[src/rtl/axis_pkt_arbiter.sv]
// Packet-granular round-robin arbiter: shares one 64-bit AXI-Stream output between
// NUM_PORTS sources, holding each grant from first beat through tlast.
module axis_pkt_arbiter #(
    parameter  int NUM_PORTS  = 4,
    parameter  int GAP_CYCLES = 0,
    localparam int IDW        = $clog2(NUM_PORTS)
) (
    input  logic                      clk,
    input  logic                      rst_n,
    input  logic [64*NUM_PORTS-1:0]   in_tdata,
    input  logic [8*NUM_PORTS-1:0]    in_tkeep,
    input  logic [NUM_PORTS-1:0]      in_tvalid,
    input  logic [NUM_PORTS-1:0]      in_tlast,
    output logic [NUM_PORTS-1:0]      in_tready,
    output logic [63:0]               out_tdata,
    output logic [7:0]                out_tkeep,
    output logic                      out_tvalid,
    output logic                      out_tlast,
    input  logic                      out_tready,
    output logic [IDW-1:0]            grant_id,
    output logic                      busy,
    output logic [31:0]               pkt_count
);

    localparam logic [1:0] ST_IDLE = 2'd0;
    localparam logic [1:0] ST_PASS = 2'd1;
    localparam logic [1:0] ST_GAP  = 2'd2;

    localparam logic [7:0]     GAP_LOAD  = 8'(GAP_CYCLES);
    localparam logic [IDW-1:0] LAST_PORT = IDW'(NUM_PORTS - 1);

    logic [1:0]     r_state;
    logic [IDW-1:0] r_grant_id;
    logic [IDW-1:0] r_last_grant;
    logic [31:0]    r_pkt_count;
    logic [7:0]     r_gap_cnt;

    logic                 w_pass;
    logic                 w_any_req;
    logic [IDW-1:0]       w_winner;
    logic [NUM_PORTS-1:0] w_gnt_hot;
    logic [63:0]          w_sel_tdata;
    logic [7:0]           w_sel_tkeep;
    logic                 w_sel_tvalid;
    logic                 w_sel_tlast;
    logic                 w_pkt_end;

    assign w_pass    = (r_state == ST_PASS);
    assign w_any_req = |in_tvalid;

    // Scan from the highest offset down so the nearest requester after
    // last_grant is the one left in w_winner.
    always_comb begin
        int idx;
        w_winner = r_last_grant;
        idx      = 0;
        for (int k = NUM_PORTS; k >= 1; k--) begin
            idx = int'(r_last_grant) + k;
            if (idx >= NUM_PORTS) begin
                idx = idx - NUM_PORTS;
            end
            if (in_tvalid[idx]) begin
                w_winner = IDW'(idx);
            end
        end
    end

    generate
        for (genvar gi = 0; gi < NUM_PORTS; gi++) begin : g_port
            assign w_gnt_hot[gi] = (r_grant_id == IDW'(gi));
            assign in_tready[gi] = w_pass & w_gnt_hot[gi] & out_tready;
        end
    endgenerate

    assign w_sel_tdata  = in_tdata[64*int'(r_grant_id) +: 64];
    assign w_sel_tkeep  = in_tkeep[8*int'(r_grant_id) +: 8];
    assign w_sel_tvalid = in_tvalid[r_grant_id];
    assign w_sel_tlast  = in_tlast[r_grant_id];

    // Zero-latency pass-through; everything is forced to zero outside PASS.
    assign out_tdata  = w_pass ? w_sel_tdata : 64'd0;
    assign out_tkeep  = w_pass ? w_sel_tkeep : 8'd0;
    assign out_tvalid = w_pass & w_sel_tvalid;
    assign out_tlast  = w_pass & w_sel_tlast;

    assign w_pkt_end = out_tvalid & out_tready & out_tlast;

    always_ff @(posedge clk) begin
        if (!rst_n) begin
            r_state      <= ST_IDLE;
            r_grant_id   <= '0;
            r_last_grant <= LAST_PORT;
            r_pkt_count  <= 32'd0;
            r_gap_cnt    <= 8'd0;
        end else begin
            case (r_state)
                ST_IDLE: begin
                    if (w_any_req) begin
                        r_grant_id   <= w_winner;
                        r_last_grant <= w_winner;
                        r_state      <= ST_PASS;
                    end
                end
                ST_PASS: begin
                    if (w_pkt_end) begin
                        r_pkt_count <= r_pkt_count + 32'd1;
                        if (GAP_CYCLES > 0) begin
                            r_state   <= ST_GAP;
                            r_gap_cnt <= GAP_LOAD;
                        end else begin
                            r_state <= ST_IDLE;
                        end
                    end
                end
                ST_GAP: begin
                    // Leave on the cycle the counter shows 1 so GAP lasts exactly GAP_CYCLES.
                    if (r_gap_cnt <= 8'd1) begin
                        r_state <= ST_IDLE;
                    end else begin
                        r_gap_cnt <= r_gap_cnt - 8'd1;
                    end
                end
                default: begin
                    r_state <= ST_IDLE;
                end
            endcase
        end
    end

    assign grant_id  = r_grant_id;
    assign busy      = w_pass;
    assign pkt_count = r_pkt_count;

endmodule

[config.mk]
export PLATFORM = sky130hd
export DESIGN_NAME = axis_pkt_arbiter
export DESIGN_NICKNAME = d
export VERILOG_FILES = /design/src/rtl/axis_pkt_arbiter.sv
export SDC_FILE = /design/constraint.sdc
export NUM_CORES = 1
export LEC_CHECK = 0
export CAP_MARGIN = 20
export CELL_PAD_IN_SITES_DETAIL_PLACEMENT = 2
export CELL_PAD_IN_SITES_GLOBAL_PLACEMENT = 2
export CORE_UTILIZATION = 14
export CTS_BUF_LIST = sky130_fd_sc_hd__clkbuf_8
export DETAILED_ROUTE_END_ITERATION = 16
export GPL_TIMING_DRIVEN = 0
export PLACE_DENSITY_LB_ADDON = 0.1
export RECOVER_POWER = 50
export SLEW_MARGIN = 0
export SYNTH_ARGS = -nofsm -noshare
export SYNTH_HDL_FRONTEND = slang
export SYNTH_SLANG_ARGS = --single-unit
[constraint.sdc]
create_clock -name clk -period 1.84 [get_ports clk]
set_input_delay 0.368 -clock clk [delete_from_list [all_inputs] [get_ports clk]]
set_output_delay 0.368 -clock clk [all_outputs]
set_load 0.01 [all_outputs]
* After elaboration in Yosys (flattened, before gate mapping) *
Cells that the tools add are included.

word-level totals
  input port bits = 299
  bits in registers = 46

operators by class
  add/subtract/negate cells = 10
  reduce and logical (&&, ||, !) cells = 7
  eq/ne operators = 8
  $lt $le $gt $ge = 10
  shift operators = 2
  bitwise logic cells = 13
  mux-type cells = 30

operator list
  cell                   number
  $shiftx 256x9->64      1
  $lt 32x4->1 const B    4
  $mux 32                4
  $mux 64                1
  $add 32x1->32 const B  1
  $shiftx 32x6->8        1
  $mux 2                 7
  $and 1x1->1            12
  $bmux 1 s2             6
  $sub 3x3->4 const B    3
  $mux 1                 10
  $ge 3x3->1 const B     3
  $le 8x1->1 const B     1
  $mux 8                 1
  $sub 8x1->8 const B    1
  $add 2x2->3 const B    2
  $eq 2x2->1 const B     3
  $pmux 2 s3             1
  $reduce_and 2->1       3
  $sub 4x3->5 const B    1
  $add 2x3->4 const B    1
  $eq 2x1->1 const B     2
  $ge 4x3->1 const B     1
  $logic_not 2->1        2
  other kinds (7)        8

* Depth between registers and ports, before layout *
  depth in word-level cells = 10
  mapped depth = 7
  mapped depth without buffers = 5

* Worst setup path before layout *
Ideal clock, no wire load.

  path kind = reg-to-output
  start point = register r_grant_id[0], in the netlist grant_id[0]
  end point = output out_tdata[24]
  required time = 1472 ps
  path buffers = 3
  stages on the path, launching flop included = 6
  arrival time = 1787 ps
  setup slack = -315 ps
  cell sequence = dfxtp_1 -> buf_4 -> buf_2 -> buf_2 -> mux4_2 -> and2_1

between the ends
  cells in the longest elaborated chain, start to end = 2

ends and longest elaborated chain
  what                    RTL line  RTL
  from (decl)             33        logic [IDW-1:0] r_grant_id;
  from (signal assigned)  99        r_grant_id <= w_winner;
  $shiftx 256x9->64       75        assign w_sel_tdata = in_tdata[64*int'(r_grant_id) +: 64];
  $mux 64                 81        assign out_tdata = w_pass ? w_sel_tdata : 64'd0;
  to (decl)               15        output logic [63:0] out_tdata,

No other way between the ends.

* Worst setup path in the final report *
  start point = register r_grant_id[0], in the netlist grant_id[0]
  end point = output out_tdata[49]

Same word-level chain as after synthesis.

==> flow_summary.html <==
<table>
<tr><th>Metric</th><th>Value</th></tr>
<tr><th colspan="2">Clock tree</th></tr>
<tr><td>Clock transition at the register clock pins on the worst setup and hold paths after CTS</td><td>0.08 ns</td></tr>
<tr><td>TritonCTS Sinks</td><td>37</td></tr>
<tr><td>CTS Root Cell</td><td>sky130_fd_sc_hd__clkbuf_8</td></tr>
<tr><td>Clock tree buffer depth</td><td>2</td></tr>
<tr><td>TritonCTS clock tree</td><td>done</td></tr>
<tr><td>H-tree level count</td><td>2</td></tr>
<tr><td>Num CTS Buffers</td><td>5</td></tr>
<tr><td>Source-to-sink clock delay at the later pin of the worst-skew pair</td><td>0.30 ns</td></tr>
<tr><th colspan="2">STA</th></tr>
<tr><td>Worst-case headroom to the max-slew limit</td><td>0.4910</td></tr>
<tr><td>Worst hold-check slack</td><td>0.4994 ns</td></tr>
<tr><td>Setup-violating endpoint count in the final report</td><td>111</td></tr>
<tr><td>Hold Violations, Final</td><td>0</td></tr>
<tr><td>Worst Clk Skew</td><td>0.009407 ns</td></tr>
<tr><td>Upper clock frequency limit</td><td>419.1 MHz</td></tr>
<tr><td>Slew @ Worst Pin</td><td>0.7635 ns</td></tr>
<tr><td>RSZ-0062 raised after global routing</td><td>yes</td></tr>
<tr><td>Min cycle time layout</td><td>2.386 ns</td></tr>
<tr><td>Slew Viols, Final</td><td>0</td></tr>
<tr><td>Fin crit share</td><td>1.297</td></tr>
<tr><td>Min setup slack post-route</td><td>-0.5461 ns</td></tr>
<tr><th colspan="2">Floorplanning</th></tr>
<tr><td>Area enclosed by the die boundary</td><td>29830 um^2</td></tr>
<tr><td>Top-level port count</td><td>412</td></tr>
<tr><td>Floorplan core area</td><td>28700 um^2</td></tr>
<tr><td>Vertical die dimension</td><td>172.7 um</td></tr>
<tr><td>Starting density of the core</td><td>0.1422</td></tr>
<tr><td>Chip width</td><td>172.7 um</td></tr>
<tr><td>Std-Cell Rows</td><td>62</td></tr>
<tr><th colspan="2">Placed design</th></tr>
<tr><td>Post-Place Cells</td><td>1194</td></tr>
<tr><td>RD Place Congestion</td><td>0.9958</td></tr>
<tr><td>Worst slack after detailed placement</td><td>-1.080 ns</td></tr>
<tr><td>Area of placed instances</td><td>8750 um^2</td></tr>
<tr><td>Post-DP HPWL</td><td>27160 um</td></tr>
<tr><td>Port Buf Inserts</td><td>411</td></tr>
<tr><th colspan="2">Setup path</th></tr>
<tr><td>Critical path capture point type</td><td>primary output</td></tr>
<tr><td>Kind of critical path</td><td>flop to primary output</td></tr>
<tr><td>Dominant cell type by count on the critical path</td><td>sky130_fd_sc_hd__buf_12</td></tr>
<tr><td>Required time of the critical path</td><td>1.47 ns</td></tr>
<tr><td>Setup slack of the worst register-to-register path</td><td>-0.35 ns</td></tr>
<tr><td>Worst r2r dst</td><td>pkt_count[25]</td></tr>
<tr><td>Worst reg2reg startpoint</td><td>grant_id[0]</td></tr>
<tr><td>Arrival time worst endpoint</td><td>2.02 ns</td></tr>
<tr><td>CP max FO</td><td>6</td></tr>
<tr><td>Worst path max stage delay</td><td>0.50 ns</td></tr>
<tr><td>Critical path's slowest cell</td><td>sky130_fd_sc_hd__mux4_2</td></tr>
<tr><td>Cell Chain, Critical Path</td><td>buf_12 -&gt; buf_12 -&gt; buf_12 -&gt; buf_12 -&gt; buf_12 -&gt; mux4_2 -&gt; and2_4 -&gt; buf_6</td></tr>
<tr><td>Crit start category</td><td>flop</td></tr>
<tr><td>Cells on worst reg2reg path</td><td>10</td></tr>
<tr><th colspan="2">Run</th></tr>
<tr><td>Max-cap violation count</td><td>0</td></tr>
<tr><th colspan="2">Detailed routing</th></tr>
<tr><td>Number of DRC markers in iteration 0</td><td>217</td></tr>
<tr><td>First drt pass iteration count</td><td>5</td></tr>
<tr><td>Residual DRC</td><td>0</td></tr>
<tr><td>Routed length per instance</td><td>26.17 um</td></tr>
<tr><td>Via/cell ratio</td><td>4.398</td></tr>
<tr><td>Sum of routed wire length over all layers</td><td>33260 um</td></tr>
<tr><td>Remaining number of nets flagged by the antenna check after routing</td><td>0</td></tr>
<tr><td>Vias</td><td>5590</td></tr>
<tr><th colspan="2">Pwr</th></tr>
<tr><td>Maximum ir drop on the vdd rail</td><td>0.4022 mV</td></tr>
<tr><td>Power per Cell Area</td><td>474.1 nW/um^2</td></tr>
<tr><td>Static Leak</td><td>0.003839 uW</td></tr>
<tr><td>Total power after layout</td><td>4898 uW</td></tr>
<tr><th colspan="2">Yosys</th></tr>
<tr><td>Post-synthesis area per instance</td><td>10.23 um^2</td></tr>
<tr><td>Unique cell type count in the Yosys netlist</td><td>38</td></tr>
<tr><td>Ys async rst share</td><td>0</td></tr>
<tr><td>Share of Yosys cell area claimed by the top area cell type</td><td>0.4029</td></tr>
<tr><td>Number of flops mapped to enable cells by yosys</td><td>0</td></tr>
<tr><td>Fraction of the yosys area taken by sequential cells</td><td>0.1815</td></tr>
<tr><td>Register bit total from synthesis</td><td>37</td></tr>
<tr><td>Ys Warns</td><td>0</td></tr>
<tr><td>Cell Area, Synth</td><td>4080 um^2</td></tr>
<tr><td>Cells taking the most area after synthesis</td><td>sky130_fd_sc_hd__mux4_2, sky130_fd_sc_hd__dfxtp_1, sky130_fd_sc_hd__and2_1</td></tr>
<tr><td>Synth Instances</td><td>399</td></tr>
<tr><td>Mapped Nets</td><td>699</td></tr>
<tr><td>Flip-flop cell with the highest count after synthesis</td><td>sky130_fd_sc_hd__dfxtp_1</td></tr>
<tr><td>Library cell occupying the most area in the post-synthesis netlist</td><td>sky130_fd_sc_hd__mux4_2</td></tr>
<tr><th colspan="2">Global routing</th></tr>
<tr><td>Via count of the first global-routing pass</td><td>6189</td></tr>
<tr><td>Global Route Usage Sum</td><td>0.2182</td></tr>
<tr><td>First-pass GRT wire length</td><td>46970 um</td></tr>
<tr><td>Largest net degree at the start of global routing</td><td>11</td></tr>
<tr><td>Antenna violations before repair</td><td>12</td></tr>
<tr><td>Leftover overflow at the end of global routing</td><td>0</td></tr>
<tr><th colspan="2">Worst hold path</th></tr>
<tr><td>Destination of the worst hold path</td><td>pkt_count[31]</td></tr>
<tr><td>Start point of the worst hold path</td><td>pkt_count[31]</td></tr>
<tr><td>Type of the worst min-delay path</td><td>flop to flop</td></tr>
<tr><td>Cell count of the worst hold path</td><td>2</td></tr>
<tr><th colspan="2">Cells and area</th></tr>
<tr><td>Commonest non-fill, non-tap cell in the layout</td><td>sky130_fd_sc_hd__clkdlybuf4s50_1</td></tr>
<tr><td>Fraction of layout cells with a size suffix above 1</td><td>0.4239</td></tr>
<tr><td># nets final</td><td>1180</td></tr>
<tr><td>Syn-to-layout area delta</td><td>153.2%</td></tr>
<tr><td>Design area</td><td>10330 um^2</td></tr>
<tr><td>Number of standard cells in the layout, taps in and fillers out</td><td>1271</td></tr>
<tr><td>Commonest non-fill, non-tap cells in the layout</td><td>sky130_fd_sc_hd__clkdlybuf4s50_1, sky130_fd_sc_hd__buf_6, sky130_fd_sc_hd__mux4_2, sky130_fd_sc_hd__and2_4, sky130_fd_sc_hd__dfxtp_1</td></tr>
<tr><td>Fill cells</td><td>3028</td></tr>
<tr><th colspan="2">Outcome</th></tr>
<tr><td>Violations in the final reports</td><td>setup timing</td></tr>
<tr><td>Status</td><td>finished, violations left</td></tr>
</table>
==> area by class of cell <==
class                      count  area, um^2  area share
clock buffer                   6       82.58    0.007992
buffer                        32       389.1     0.03766
clock inverter                 1       3.754   0.0003633
sequential                    37       743.2     0.07193
multi-input combinational    319        3605      0.3489
timing repair buffer         477        4976      0.4816
inverter                       8       35.03    0.003391
tap                          384       480.5     0.04650
antenna                        7       17.52    0.001695
==> kinds of logic (layout without fill, tap and decap cells) <==
| group | Yosys count | after routing | synth area share |
|---|---|---|---|
| buffers and inverters | 43 | 524 | 0.04569 |
| adders and majority gates | 1 | 1 | 0.003066 |
| xor gates and xnor gates | 11 | 11 | 0.02361 |
| other | 0 | 7 | 0 |
| muxes | 75 | 75 | 0.4079 |
| AOI/OAI and AO/OA | 57 | 57 | 0.08310 |
| and+or+nand+nor | 175 | 175 | 0.2551 |
| DFF | 37 | 37 | 0.1815 |
==> stage by stage <==
step,TNS [ns],util
final,-39.52,0.3600
after global routing,-50.38,0.3597
after CTS,-39.69,0.3363
after detailed placement,-76.84,0.3048
after global placement,-74.68,0.3048
after floorplan,0,-
==> critical path, delay by kind of cell (launching register included) <==
family	cells	cell delay, ns
buf+inv	6	0.67
mux	1	0.50
flops	1	0.36
simple gates	1	0.18
==> worst max-delay path by stage <==
stage | from | end | slack, ns | cells after the start
6_report | grant_id[0] | out_tdata[49] | -0.55 | 8
5_1_grt | grant_id[0] | out_tdata[49] | -0.61 | 8
4_1_cts | grant_id[0] | out_tdata[32] | -0.64 | 8
3_5_place_dp | r_state[0] | out_tdata[54] | -1.08 | 4
3_3_place_gp | r_state[0] | out_tdata[54] | -1.05 | 4
2_1_floorplan | grant_id[0] | out_tdata[10] | 0.003 | 4
==> what timing repair did <==
item | in CTS | in global routing
hold buffers | 0 | 0
pin swaps | 21 | 16
setup endpoints to repair | 109 | 109
gates cloned | 6 | 1
buffers inserted | 43 | 21
resized for setup | 498 | 170
==> cells in the mapped netlist, types with 2 or more instances <==
| master | count |
|---|---|
| sky130_fd_sc_hd__nand2_1 | 14 |
| sky130_fd_sc_hd__o31ai_1 | 9 |
| sky130_fd_sc_hd__nand4_2 | 2 |
| sky130_fd_sc_hd__nand3b_1 | 2 |
| sky130_fd_sc_hd__or3_1 | 11 |
| sky130_fd_sc_hd__o211ai_1 | 2 |
| sky130_fd_sc_hd__and2_1 | 78 |
| sky130_fd_sc_hd__and4_1 | 3 |
| sky130_fd_sc_hd__nand2b_1 | 3 |
| sky130_fd_sc_hd__and3_1 | 7 |
| sky130_fd_sc_hd__mux2i_1 | 2 |
| sky130_fd_sc_hd__nand4_1 | 11 |
| sky130_fd_sc_hd__xnor2_1 | 4 |
| sky130_fd_sc_hd__inv_1 | 8 |
| sky130_fd_sc_hd__buf_2 | 10 |
| sky130_fd_sc_hd__dfxtp_1 | 37 |
| sky130_fd_sc_hd__a21oi_1 | 27 |
| sky130_fd_sc_hd__xor2_1 | 7 |
| sky130_fd_sc_hd__o21ai_0 | 13 |
| sky130_fd_sc_hd__or4_1 | 9 |
| sky130_fd_sc_hd__clkbuf_1 | 22 |
| sky130_fd_sc_hd__mux4_2 | 73 |
| sky130_fd_sc_hd__nand3_1 | 14 |
| sky130_fd_sc_hd__nor2_1 | 17 |
==> report_power, final <==
group	leakage, uW	switching [uW]	internal (uW)
Combinational	0.00349	1200	2250
Sequential	0.000300	18.4	818
Clock	0.0000485	314	292
Total	0.00384	1540	3360
==> state kept, by name, indices dropped and copies added (netlist names) <==
signal        flops
grant_id          2
pkt_count        32
r_last_grant      2
r_state           1
==> layer usage <==
layer  routed length [um]  GRT usage
met5                   59          0
met4                  609    0.05715
met3                 2059    0.06025
met2                17360     0.3960
met1                13170     0.2501
Note: power is estimated with default switching activity, not from simulation.
